===== src/rtl/multicycle_control_unit_if.sv =====
// Control bus between the multi-cycle control unit and the shared-memory datapath.
interface multicycle_control_unit_if #(
    parameter int unsigned ALU_OP_W = 2,
    parameter int unsigned COUNT_W  = 16
);
    logic [5:0]          instr_op;
    logic                mem_ready;
    logic                pc_write;
    logic                pc_write_cond;
    logic [1:0]          pc_source;
    logic                i_or_d;
    logic                mem_read;
    logic                mem_write;
    logic                ir_write;
    logic                reg_dst;
    logic                mem_to_reg;
    logic                reg_write;
    logic                alu_src_a;
    logic [1:0]          alu_src_b;
    logic [ALU_OP_W-1:0] alu_op;
    logic                illegal_op;
    logic [3:0]          state;
    logic [COUNT_W-1:0]  retired;

    // Control unit side
    modport master (
        input  instr_op, mem_ready,
        output pc_write, pc_write_cond, pc_source, i_or_d, mem_read, mem_write,
               ir_write, reg_dst, mem_to_reg, reg_write, alu_src_a, alu_src_b,
               alu_op, illegal_op, state, retired
    );

    // Datapath side
    modport slave (
        output instr_op, mem_ready,
        input  pc_write, pc_write_cond, pc_source, i_or_d, mem_read, mem_write,
               ir_write, reg_dst, mem_to_reg, reg_write, alu_src_a, alu_src_b,
               alu_op, illegal_op, state, retired
    );
endinterface


===== src/rtl/multicycle_control_unit.sv =====
// Multi-cycle MIPS control unit: sequences fetch/decode/execute/memory/writeback,
// stalls on mem_ready, flags illegal opcodes and counts retired instructions.
module multicycle_control_unit #(
    parameter int unsigned ALU_OP_W = 2,
    parameter int unsigned COUNT_W  = 16,
    parameter int unsigned EN_JUMP  = 1
) (
    input logic                       clk,
    input logic                       rst,
    multicycle_control_unit_if.master ctrl
);
    typedef enum logic [3:0] {
        S_FETCH  = 4'd0,
        S_DECODE = 4'd1,
        S_MEMADR = 4'd2,
        S_MEMRD  = 4'd3,
        S_MEMWB  = 4'd4,
        S_MEMWR  = 4'd5,
        S_EXEC   = 4'd6,
        S_ALUWB  = 4'd7,
        S_ADDIEX = 4'd8,
        S_ADDIWB = 4'd9,
        S_BRANCH = 4'd10,
        S_JUMP   = 4'd11
    } state_t;

    localparam logic [5:0] OP_RTYPE = 6'b000000;
    localparam logic [5:0] OP_LW    = 6'b100011;
    localparam logic [5:0] OP_SW    = 6'b101011;
    localparam logic [5:0] OP_ADDI  = 6'b001000;
    localparam logic [5:0] OP_BEQ   = 6'b000100;
    localparam logic [5:0] OP_J     = 6'b000010;

    state_t             state_q;
    state_t             state_d;
    logic [5:0]         op_q;
    logic [COUNT_W-1:0] retired_q;
    logic               retire;
    logic               decode_illegal;

    // Next-state selection, retirement and illegal-opcode detection
    always_comb begin
        state_d        = S_FETCH;
        retire         = 1'b0;
        decode_illegal = 1'b0;
        case (state_q)
            S_FETCH:  state_d = ctrl.mem_ready ? S_DECODE : S_FETCH;
            S_DECODE: begin
                case (ctrl.instr_op)
                    OP_RTYPE:     state_d = S_EXEC;
                    OP_LW, OP_SW: state_d = S_MEMADR;
                    OP_ADDI:      state_d = S_ADDIEX;
                    OP_BEQ:       state_d = S_BRANCH;
                    OP_J: begin
                        if (EN_JUMP != 0) state_d = S_JUMP;
                        else              decode_illegal = 1'b1;
                    end
                    default:      decode_illegal = 1'b1;
                endcase
            end
            S_MEMADR: state_d = (op_q == OP_LW) ? S_MEMRD : S_MEMWR;
            S_MEMRD:  state_d = ctrl.mem_ready ? S_MEMWB : S_MEMRD;
            S_MEMWB:  retire  = 1'b1;
            S_MEMWR: begin
                if (ctrl.mem_ready) retire  = 1'b1;
                else                state_d = S_MEMWR;
            end
            S_EXEC:   state_d = S_ALUWB;
            S_ALUWB:  retire  = 1'b1;
            S_ADDIEX: state_d = S_ADDIWB;
            S_ADDIWB: retire  = 1'b1;
            S_BRANCH: retire  = 1'b1;
            S_JUMP:   retire  = 1'b1;
            default:  state_d = S_FETCH;
        endcase
    end

    // State, latched opcode and retired counter
    always_ff @(posedge clk) begin
        if (rst) begin
            state_q   <= S_FETCH;
            op_q      <= '0;
            retired_q <= '0;
        end else begin
            state_q <= state_d;
            if (state_q == S_DECODE) op_q <= ctrl.instr_op;
            if (retire) retired_q <= retired_q + COUNT_W'(1);
        end
    end

    // Datapath controls decoded from the current state; forced low during reset
    always_comb begin
        ctrl.pc_write      = 1'b0;
        ctrl.pc_write_cond = 1'b0;
        ctrl.pc_source     = 2'b00;
        ctrl.i_or_d        = 1'b0;
        ctrl.mem_read      = 1'b0;
        ctrl.mem_write     = 1'b0;
        ctrl.ir_write      = 1'b0;
        ctrl.reg_dst       = 1'b0;
        ctrl.mem_to_reg    = 1'b0;
        ctrl.reg_write     = 1'b0;
        ctrl.alu_src_a     = 1'b0;
        ctrl.alu_src_b     = 2'b00;
        ctrl.alu_op        = '0;
        ctrl.illegal_op    = 1'b0;
        ctrl.state         = 4'd0;
        ctrl.retired       = '0;
        if (!rst) begin
            ctrl.state      = 4'(state_q);
            ctrl.retired    = retired_q;
            ctrl.illegal_op = decode_illegal;
            case (state_q)
                S_FETCH: begin
                    ctrl.mem_read  = 1'b1;
                    ctrl.alu_src_b = 2'b01;
                    ctrl.ir_write  = ctrl.mem_ready;
                    ctrl.pc_write  = ctrl.mem_ready;
                end
                S_DECODE: ctrl.alu_src_b = 2'b11;
                S_MEMADR, S_ADDIEX: begin
                    ctrl.alu_src_a = 1'b1;
                    ctrl.alu_src_b = 2'b10;
                end
                S_MEMRD: begin
                    ctrl.mem_read = 1'b1;
                    ctrl.i_or_d   = 1'b1;
                end
                S_MEMWB: begin
                    ctrl.mem_to_reg = 1'b1;
                    ctrl.reg_write  = 1'b1;
                end
                S_MEMWR: begin
                    ctrl.mem_write = 1'b1;
                    ctrl.i_or_d    = 1'b1;
                end
                S_EXEC: begin
                    ctrl.alu_src_a = 1'b1;
                    ctrl.alu_op    = ALU_OP_W'(2'b10);
                end
                S_ALUWB: begin
                    ctrl.reg_dst   = 1'b1;
                    ctrl.reg_write = 1'b1;
                end
                S_ADDIWB: ctrl.reg_write = 1'b1;
                S_BRANCH: begin
                    ctrl.alu_src_a     = 1'b1;
                    ctrl.alu_op        = ALU_OP_W'(2'b01);
                    ctrl.pc_write_cond = 1'b1;
                    ctrl.pc_source     = 2'b01;
                end
                S_JUMP: begin
                    ctrl.pc_write  = 1'b1;
                    ctrl.pc_source = 2'b10;
                end
                default: ;
            endcase
        end
    end
endmodule


===== src/flat_wrapper.sv =====
// flat-port wrapper written by rule: the top's interface ports become plain ports
module multicycle_control_unit_flat 
#(
    parameter int unsigned ALU_OP_W = 2,
    parameter int unsigned COUNT_W  = 16,
    parameter int unsigned EN_JUMP  = 1
)
  (clk, rst, ctrl_instr_op, ctrl_mem_ready, ctrl_pc_write, ctrl_pc_write_cond, ctrl_pc_source, ctrl_i_or_d, ctrl_mem_read, ctrl_mem_write, ctrl_ir_write, ctrl_reg_dst, ctrl_mem_to_reg, ctrl_reg_write, ctrl_alu_src_a, ctrl_alu_src_b, ctrl_alu_op, ctrl_illegal_op, ctrl_state, ctrl_retired);
  multicycle_control_unit_if #(.ALU_OP_W(ALU_OP_W), .COUNT_W(COUNT_W)) ctrl_i ();
  input logic clk;
  input logic rst;
  input wire logic [$bits(ctrl_i.instr_op)-1:0] ctrl_instr_op;
  input wire logic [$bits(ctrl_i.mem_ready)-1:0] ctrl_mem_ready;
  output wire logic [$bits(ctrl_i.pc_write)-1:0] ctrl_pc_write;
  output wire logic [$bits(ctrl_i.pc_write_cond)-1:0] ctrl_pc_write_cond;
  output wire logic [$bits(ctrl_i.pc_source)-1:0] ctrl_pc_source;
  output wire logic [$bits(ctrl_i.i_or_d)-1:0] ctrl_i_or_d;
  output wire logic [$bits(ctrl_i.mem_read)-1:0] ctrl_mem_read;
  output wire logic [$bits(ctrl_i.mem_write)-1:0] ctrl_mem_write;
  output wire logic [$bits(ctrl_i.ir_write)-1:0] ctrl_ir_write;
  output wire logic [$bits(ctrl_i.reg_dst)-1:0] ctrl_reg_dst;
  output wire logic [$bits(ctrl_i.mem_to_reg)-1:0] ctrl_mem_to_reg;
  output wire logic [$bits(ctrl_i.reg_write)-1:0] ctrl_reg_write;
  output wire logic [$bits(ctrl_i.alu_src_a)-1:0] ctrl_alu_src_a;
  output wire logic [$bits(ctrl_i.alu_src_b)-1:0] ctrl_alu_src_b;
  output wire logic [$bits(ctrl_i.alu_op)-1:0] ctrl_alu_op;
  output wire logic [$bits(ctrl_i.illegal_op)-1:0] ctrl_illegal_op;
  output wire logic [$bits(ctrl_i.state)-1:0] ctrl_state;
  output wire logic [$bits(ctrl_i.retired)-1:0] ctrl_retired;
  assign ctrl_i.instr_op = ctrl_instr_op;
  assign ctrl_i.mem_ready = ctrl_mem_ready;
  assign ctrl_pc_write = ctrl_i.pc_write;
  assign ctrl_pc_write_cond = ctrl_i.pc_write_cond;
  assign ctrl_pc_source = ctrl_i.pc_source;
  assign ctrl_i_or_d = ctrl_i.i_or_d;
  assign ctrl_mem_read = ctrl_i.mem_read;
  assign ctrl_mem_write = ctrl_i.mem_write;
  assign ctrl_ir_write = ctrl_i.ir_write;
  assign ctrl_reg_dst = ctrl_i.reg_dst;
  assign ctrl_mem_to_reg = ctrl_i.mem_to_reg;
  assign ctrl_reg_write = ctrl_i.reg_write;
  assign ctrl_alu_src_a = ctrl_i.alu_src_a;
  assign ctrl_alu_src_b = ctrl_i.alu_src_b;
  assign ctrl_alu_op = ctrl_i.alu_op;
  assign ctrl_illegal_op = ctrl_i.illegal_op;
  assign ctrl_state = ctrl_i.state;
  assign ctrl_retired = ctrl_i.retired;
  multicycle_control_unit #(.ALU_OP_W(ALU_OP_W), .COUNT_W(COUNT_W), .EN_JUMP(EN_JUMP)) u_core (.clk(clk), .rst(rst), .ctrl(ctrl_i));
endmodule

===== config.mk =====
export PLATFORM = sky130hd
export DESIGN_NAME = multicycle_control_unit_flat
export DESIGN_NICKNAME = d
export VERILOG_FILES = /design/src/rtl/multicycle_control_unit_if.sv /design/src/rtl/multicycle_control_unit.sv /design/src/flat_wrapper.sv
export SDC_FILE = /design/constraint.sdc
export NUM_CORES = 1
export LEC_CHECK = 0
export CAP_MARGIN = 0
export CORE_AREA = 2 2 62 64
export CTS_CLUSTER_SIZE = 25
export DETAILED_ROUTE_END_ITERATION = 10
export DIE_AREA = 0 0 64 66
export PLACE_DENSITY = 0.89
export SETUP_SLACK_MARGIN = 0.3
export SYNTH_ARGS = -nofsm -noshare
export SYNTH_HDL_FRONTEND = slang
export SYNTH_SLANG_ARGS = --single-unit

===== constraint.sdc =====
create_clock -name clk -period 5.5 [get_ports clk]
set_input_delay 1.375 -clock clk [delete_from_list [all_inputs] [get_ports clk]]
set_output_delay 1.375 -clock clk [all_outputs]
set_load 0.005 [all_outputs]

==> results of run 1 <==
## where the power goes
part	switching (uW)	leakage (uW)	internal, uW
registers	4.15	0.000210	191
clock network	51.9	0.0000138	25.7
logic	21.8	0.000509	21.7
## critical path: stages
cell and delay, ps:
clkdlybuf4s50_1 460, or3_1 450, nor4b_1 400, nor4_1 100, clkdlybuf4s50_1 450
## metal layers
metal | vias to the layer above | share of wire (%) | GRT usage (%)
li1 | 846 | - | -
met5 | - | 0 | 0
met2 | 47 | 46 | 30.7
met1 | 757 | 48 | 24.3
met3 | 7 | 4.3 | 2.90
met4 | 0 | 1.8 | 7.61
## metrics by stage
step           hold slack (ps)  total power [uW]  cell area, um2  utilization, %  worst slack (ps)
3_5_place_dp               480               243            2130            60.0               895
4_1_cts                    511               320            2150            60.6               895
5_1_grt                    542               333            2150            60.6               827
3_3_place_gp               471               242            2130            60.0              1050
2_1_floorplan              451               223            1690               -              1830
6_report                   503               317            2150            60.6               880
## logic make-up (layout without fill, tap and decap cells)
logic type                 count (synthesis)  after routing
muxes                                     12             12
and+or+nand+nor                          110            110
DFF                                       26             26
xor gates and xnor gates                   5              5
buffers and inverters                     21             54
adders and majority gates                  1              1
AOI/OAI and AO/OA                         41             41
## registers in the layout, summed over array words and instances, names as in the netlist
signal / count
u_core.op_q: 6
u_core.retired_q: 16
u_core.state_q: 4
## placed cells by master, fill, tap and decap left out, drive strengths merged, types with 2 or more instances in the layout
cell / netlist / layout
nor2b: 20 / 20
nand4b: 3 / 3
a2bb2oi: 2 / 2
xor2: 4 / 4
nand4: 3 / 3
clkdlybuf4s50: 0 / 45
a21oi: 14 / 14
nor2: 31 / 31
or4: 5 / 5
nor3: 2 / 2
nor4: 6 / 6
nand2: 13 / 13
nand2b: 4 / 4
nor4b: 3 / 3
or3: 8 / 8
mux2i: 7 / 7
buf: 6 / 3
o31ai: 3 / 3
clkbuf: 12 / 3
and3: 2 / 2
nand3: 6 / 6
dfxtp: 26 / 26
o21ai: 11 / 11
mux2: 5 / 5
inv: 2 / 2
## area by class of cell
type                    count  area share (%)
multi-input cells         169            49.5
flip-flops and latches     26            24.2
repair buffers             48            22.0
well taps                  48            2.79
clock buffers               3            1.05
inverters                   3           0.523
## path summary, 6_finish.rpt
| path | from | to | slack [ps] | cells past startpoint |
|---|---|---|---|---|
| worst max-delay path | ctrl_instr_op[5] | ctrl_illegal_op | 880 | 5 |
| worst min-delay path | u_core.op_q[2] | u_core.op_q[2] | 500 | 2 |
| worst max register to register | u_core.state_q[1] | u_core.retired_q[15] | 3050 | 4 |
| worst min register to register | u_core.op_q[2] | u_core.op_q[2] | 500 | 2 |
==> impl_metrics.env, run 1 <==
export IMPL_cts_tree="yes"
export IMPL_fin_cells=297
export IMPL_vias=1657
export IMPL_synth_edff_count=0
export IMPL_vias_per_cell=5.58
export IMPL_setup_violations=0
export IMPL_post_route_period_util_pct=84.0
export IMPL_start_util_pct=47.5
export IMPL_synth_area_top_cells="dfxtp_1 (31%), nor2b_1 (7.4%), nor2_1 (6.9%), a21oi_1 (4.2%), mux2i_1 (4.2%)"
export IMPL_fp_dieH_um=66
export IMPL_drt_pre_antenna_iters=4
export IMPL_skew_ps=7.93
export IMPL_syn_nets=226
export IMPL_wire_per_inst_um=12.7
export IMPL_critPathLaunchType="input pin"
export IMPL_slew_headroom_pct=50.4
export IMPL_initialDrtViolationCount=129
export IMPL_synth_xor_area_share_pct=3.48
export IMPL_timing_final_max_slew_violations=0
export IMPL_hold_buffers=0
export IMPL_yosysWarnings=0
export IMPL_arrival_ps=3240
export IMPL_yosysMostFrequentCell="nor2_1"
export IMPL_clock_tree_buffer_depth=2
export IMPL_num_io_pins=46
export IMPL_antenna_left=0
export IMPL_p_leak_uw=0.000733
export IMPL_yosys_area_top_type="dfxtp_1"
export IMPL_powerDensity_nw_per_um2=147
export IMPL_maxCapViolCount=0
export IMPL_ys_seq_area_share_pct=30.8
export IMPL_antennaDiodeCount=0
export IMPL_cts_repair_resized=0
export IMPL_htreeDepth=1
export IMPL_hold_viol_final=0
export IMPL_critPathRequiredTime_ps=4120
export IMPL_post_cts_buffers=0
export IMPL_synth_top_family_by_area="simple AND/OR/NAND/NOR gates"
export IMPL_worstSkewPairLatency_ps=320
export IMPL_tns_ps=0
export IMPL_dp_hpwl_um=2740
export IMPL_multi_input_area_um2=1060
export IMPL_overflow=0
export IMPL_grt_antenna_before_repair=0
export IMPL_layout_nets=261
export IMPL_drc=0
export IMPL_max_freq_mhz=216
export IMPL_nFillCells=311
export IMPL_row_count=22
export IMPL_area_growth_pct=27.5
export IMPL_seqCellArea_um2=520
export IMPL_synth_compound_area_share_pct=15.4
export IMPL_post_route_min_period_ps=4620
export IMPL_yosys_cell_types_count=47
export IMPL_synth_common_cells="nor2_1 (31), dfxtp_1 (26), nor2b_1 (20), a21oi_1 (14), nand2_1 (13)"
export IMPL_syn_instance_count=216
export IMPL_gp_congestion=0.788
export IMPL_path_clk_slew_ps=120
export IMPL_synthAdderAreaFrac_pct=0.741
export IMPL_dp_cells=294
export IMPL_synth_avg_cell_area_um2=7.81
export IMPL_die_area_um2=4220
export IMPL_core_um2=3550
export IMPL_hold_class="flop to flop"
export IMPL_numCtsBuffers=3
export IMPL_synth_area_mux_share_pct=7.49
export IMPL_wl_um=3760
export IMPL_track_usage_pct=18.6
export IMPL_peakVddDrop_mv=0.128
export IMPL_synth_area_um2=1690
export IMPL_rsz0062_at_grt="false"
export IMPL_drive_gt1_share_pct=6.02
export IMPL_grt_max_degree=31
export IMPL_synth_simple_gate_area_share_pct=36.0
export IMPL_root_buffer="clkbuf_4"
export IMPL_grt_pass1_wl_um=6280
export IMPL_synth_top_area_share_pct=30.8
export IMPL_synthArstFlopShare_pct=0
export IMPL_ys_seq_elements=26
export IMPL_path_max_fanout=4
export IMPL_outcome="finished, final reports clean"
export IMPL_crit_type="input pin to primary output"
export IMPL_worst_setup_path_end_kind="primary output"
export IMPL_worst_slew_pin_slew_ps=744
export IMPL_cts_sinks=26
export IMPL_grt_pass1_vias=1373
export IMPL_ys_flop_type="dfxtp_1"
export IMPL_portBuffers=45
export IMPL_die_x_um=64
Power figures use the tool's default switching activity.
==> run 2, diff against run 1 <==
--- a/config.mk
+++ b/config.mk
@@ -6,11 +6,11 @@
 export NUM_CORES = 1
 export LEC_CHECK = 0
 export CAP_MARGIN = 0
-export CORE_AREA = 2 2 62 64
+export CORE_AREA = 2 2 66 68
 export CTS_CLUSTER_SIZE = 25
 export DETAILED_ROUTE_END_ITERATION = 10
-export DIE_AREA = 0 0 64 66
-export PLACE_DENSITY = 0.89
+export DIE_AREA = 0 0 68 70
+export PLACE_DENSITY = 0.84
 export SETUP_SLACK_MARGIN = 0.3
 export SYNTH_ARGS = -nofsm -noshare
 export SYNTH_HDL_FRONTEND = slang
==> constraint.sdc (replaced) <==
create_clock -name clk -period 4 [get_ports clk]
set_input_delay 1 -clock clk [delete_from_list [all_inputs] [get_ports clk]]
set_output_delay 1 -clock clk [all_outputs]
set_load 0.005 [all_outputs]
==> run 2 against run 1 <==
Effect of this change:
- flip-flop and latch count stayed put
- critical path type unchanged
- clock skew is 5.9 ps lower
- power is 48% higher
- register-to-register slack worse by 1500 ps
==> impl_metrics.env, run 2 (synthesis results as in run 1) <==
export IMPL_outcome="finished, final reports clean"
export IMPL_powerDensity_nw_per_um2=210
export IMPL_nFillCells=392
export IMPL_slew_headroom_pct=50.9
export IMPL_hold_start="u_core.op_q[2]"
export IMPL_grt_pass1_wl_um=6330
export IMPL_post_route_period_util_pct=84.4
export IMPL_rr_worst_depth=4
export IMPL_post_route_min_period_ps=3380
export IMPL_p_leak_uw=0.000789
export IMPL_drt_pre_antenna_iters=4
export IMPL_multi_input_area_um2=1110
export IMPL_critical_path_top_delay_family="buffers and inverters"
export IMPL_worst_setup_path_end_kind="primary output"
export IMPL_reg2reg_from="u_core.state_q[1]"
export IMPL_worst_slew_pin_slew_ps=736
export IMPL_hold_worst_slack_ps=507
export IMPL_row_count=24
export IMPL_regMostFlops="u_core.retired_q"
export IMPL_fin_cells=301
export IMPL_root_buffer="clkbuf_8"
export IMPL_numCtsBuffers=3
export IMPL_met1_usage_pct=22.1
export IMPL_critical_path_buf_inv_count=2
export IMPL_vias_per_cell=5.41
export IMPL_vias=1628
export IMPL_setup_violations=0
export IMPL_cp_slowest_stage_delay_ps=520
export IMPL_fp_dieH_um=70
export IMPL_tns_ps=0
export IMPL_drive_gt1_share_pct=8.84
export IMPL_whs_path_depth=2
export IMPL_top_regs="u_core.retired_q x16, u_core.op_q x6, u_core.state_q x4"
export IMPL_r2r_slack_ps=1560
export IMPL_htreeDepth=1
export IMPL_overflow=0
export IMPL_wl_um=3790
export IMPL_area_growth_pct=32.0
export IMPL_hold_class="flop to flop"
export IMPL_clock_tree_buffer_depth=2
export IMPL_r2r_end="u_core.retired_q[14]"
export IMPL_rsz0062_at_grt="false"
export IMPL_maxCapViolCount=0
export IMPL_cts_sinks=26
export IMPL_fin_total_pwr_uw=469
export IMPL_drc=0
export IMPL_dp_cells=298
export IMPL_dp_hpwl_um=2790
export IMPL_most_common_layout_cells="clkdlybuf4s50_1 (41), nor2_1 (29), dfxtp_1 (26), nor2b_1 (20), a21oi_1 (14)"
export IMPL_skew_ps=2.05
export IMPL_grt_met3_usage_pct=2.25
export IMPL_die_x_um=68
export IMPL_layout_nets=261
export IMPL_holdPathEnd="u_core.op_q[2]"
export IMPL_timing_final_max_slew_violations=0
export IMPL_gp_congestion=0.782
export IMPL_worstSkewPairLatency_ps=260
export IMPL_initialDrtViolationCount=130
export IMPL_arrival_ps=2380
export IMPL_peakVddDrop_mv=0.124
export IMPL_max_freq_mhz=296
export IMPL_grt_antenna_before_repair=0
export IMPL_final_common_cell="clkdlybuf4s50_1"
export IMPL_core_um2=4140
export IMPL_crit_type="input pin to primary output"
export IMPL_cts_tree="yes"
export IMPL_crit_chain="clkdlybuf4s50_1, a2111o_1, a21oi_1, nor4_1, dlymetal6s2s_1"
export IMPL_track_usage_pct=16.4
export IMPL_antenna_left=0
export IMPL_grt_max_degree=34
export IMPL_use_met2_pct=27.0
export IMPL_critPathLaunchType="input pin"
export IMPL_critPathRequiredTime_ps=3000
export IMPL_seqCellArea_um2=520
export IMPL_cp_slowest_cell="clkdlybuf4s50_1"
export IMPL_antennaDiodeCount=0
export IMPL_path_clk_slew_ps=80
export IMPL_portBuffers=45
export IMPL_fin_util_pct=53.8
export IMPL_busiest_layer="met2"
export IMPL_largest_reg_flops=16
export IMPL_start_util_pct=40.7
export IMPL_crit_start="ctrl_instr_op[3]"
export IMPL_post_cts_buffers=0
export IMPL_die_area_um2=4760
export IMPL_num_io_pins=46
export IMPL_hold_viol_final=0
export IMPL_grt_pass1_vias=1489
export IMPL_path_max_fanout=6
export IMPL_wire_per_inst_um=12.6
run 2: cell count changes in the layout (fill, tap and decap cells not counted), moves of 2 or more:
cell / previous run / this run
clkbuf_4: 3 / 0
clkbuf_8: 0 / 3
clkdlybuf4s50_1: 45 / 41
dlymetal6s2s_1: 0 / 3
nor2_1: 31 / 29
nor2_2: 0 / 2
or3_1: 8 / 6
or3_4: 0 / 2
run 2: tightest hold or removal path, delay by kind of cell, from the launching register on:
kind | cells | cell delay [ps]
mux | 1 | 70
flops | 1 | 330
simple gates | 1 | 80
run 2: metal layers:
layer  vias up  share of wire (%)
met2        37                 48
li1        843                  -
met3         2                5.0
met1       746                 47
met4         0               0.69
met5         -                  0
run 2: layout make-up:
| class | instances | share of cell area [%] |
|---|---|---|
| repair buffers | 48 | 21.7 |
| well taps | 52 | 2.92 |
| inverters | 3 | 0.505 |
| clock buffers | 3 | 1.85 |
| multi-input cells | 169 | 49.7 |
| flip-flops and latches | 26 | 23.4 |
run 2: power breakdown:
part / switching [uW] / internal [uW]
Clock: 70.6 / 67.1
Sequential: 5.98 / 263
Combinational: 31.1 / 31.0
run 2: how the worst max path moves through the flow:
stage / to / cells past startpoint
after global routing: ctrl_reg_write / 5
final: ctrl_illegal_op / 5
after global placement: ctrl_illegal_op / 5
after detailed placement: ctrl_illegal_op / 5
after floorplan: ctrl_reg_write / 4
after CTS: ctrl_illegal_op / 5
run 2: timing repair:
item	4_1_cts	5_1_grt
resized for setup	3	11
setup endpoints to repair	1	6
hold buffers	0	0
pin swaps	0	1
run 2: per-stage QoR:
step	setup WS [ps]	area, um2
finish	624	2230
global route	557	2230
CTS	300	2190
global placement	266	2130
detailed placement	236	2130
floorplan	1080	1690
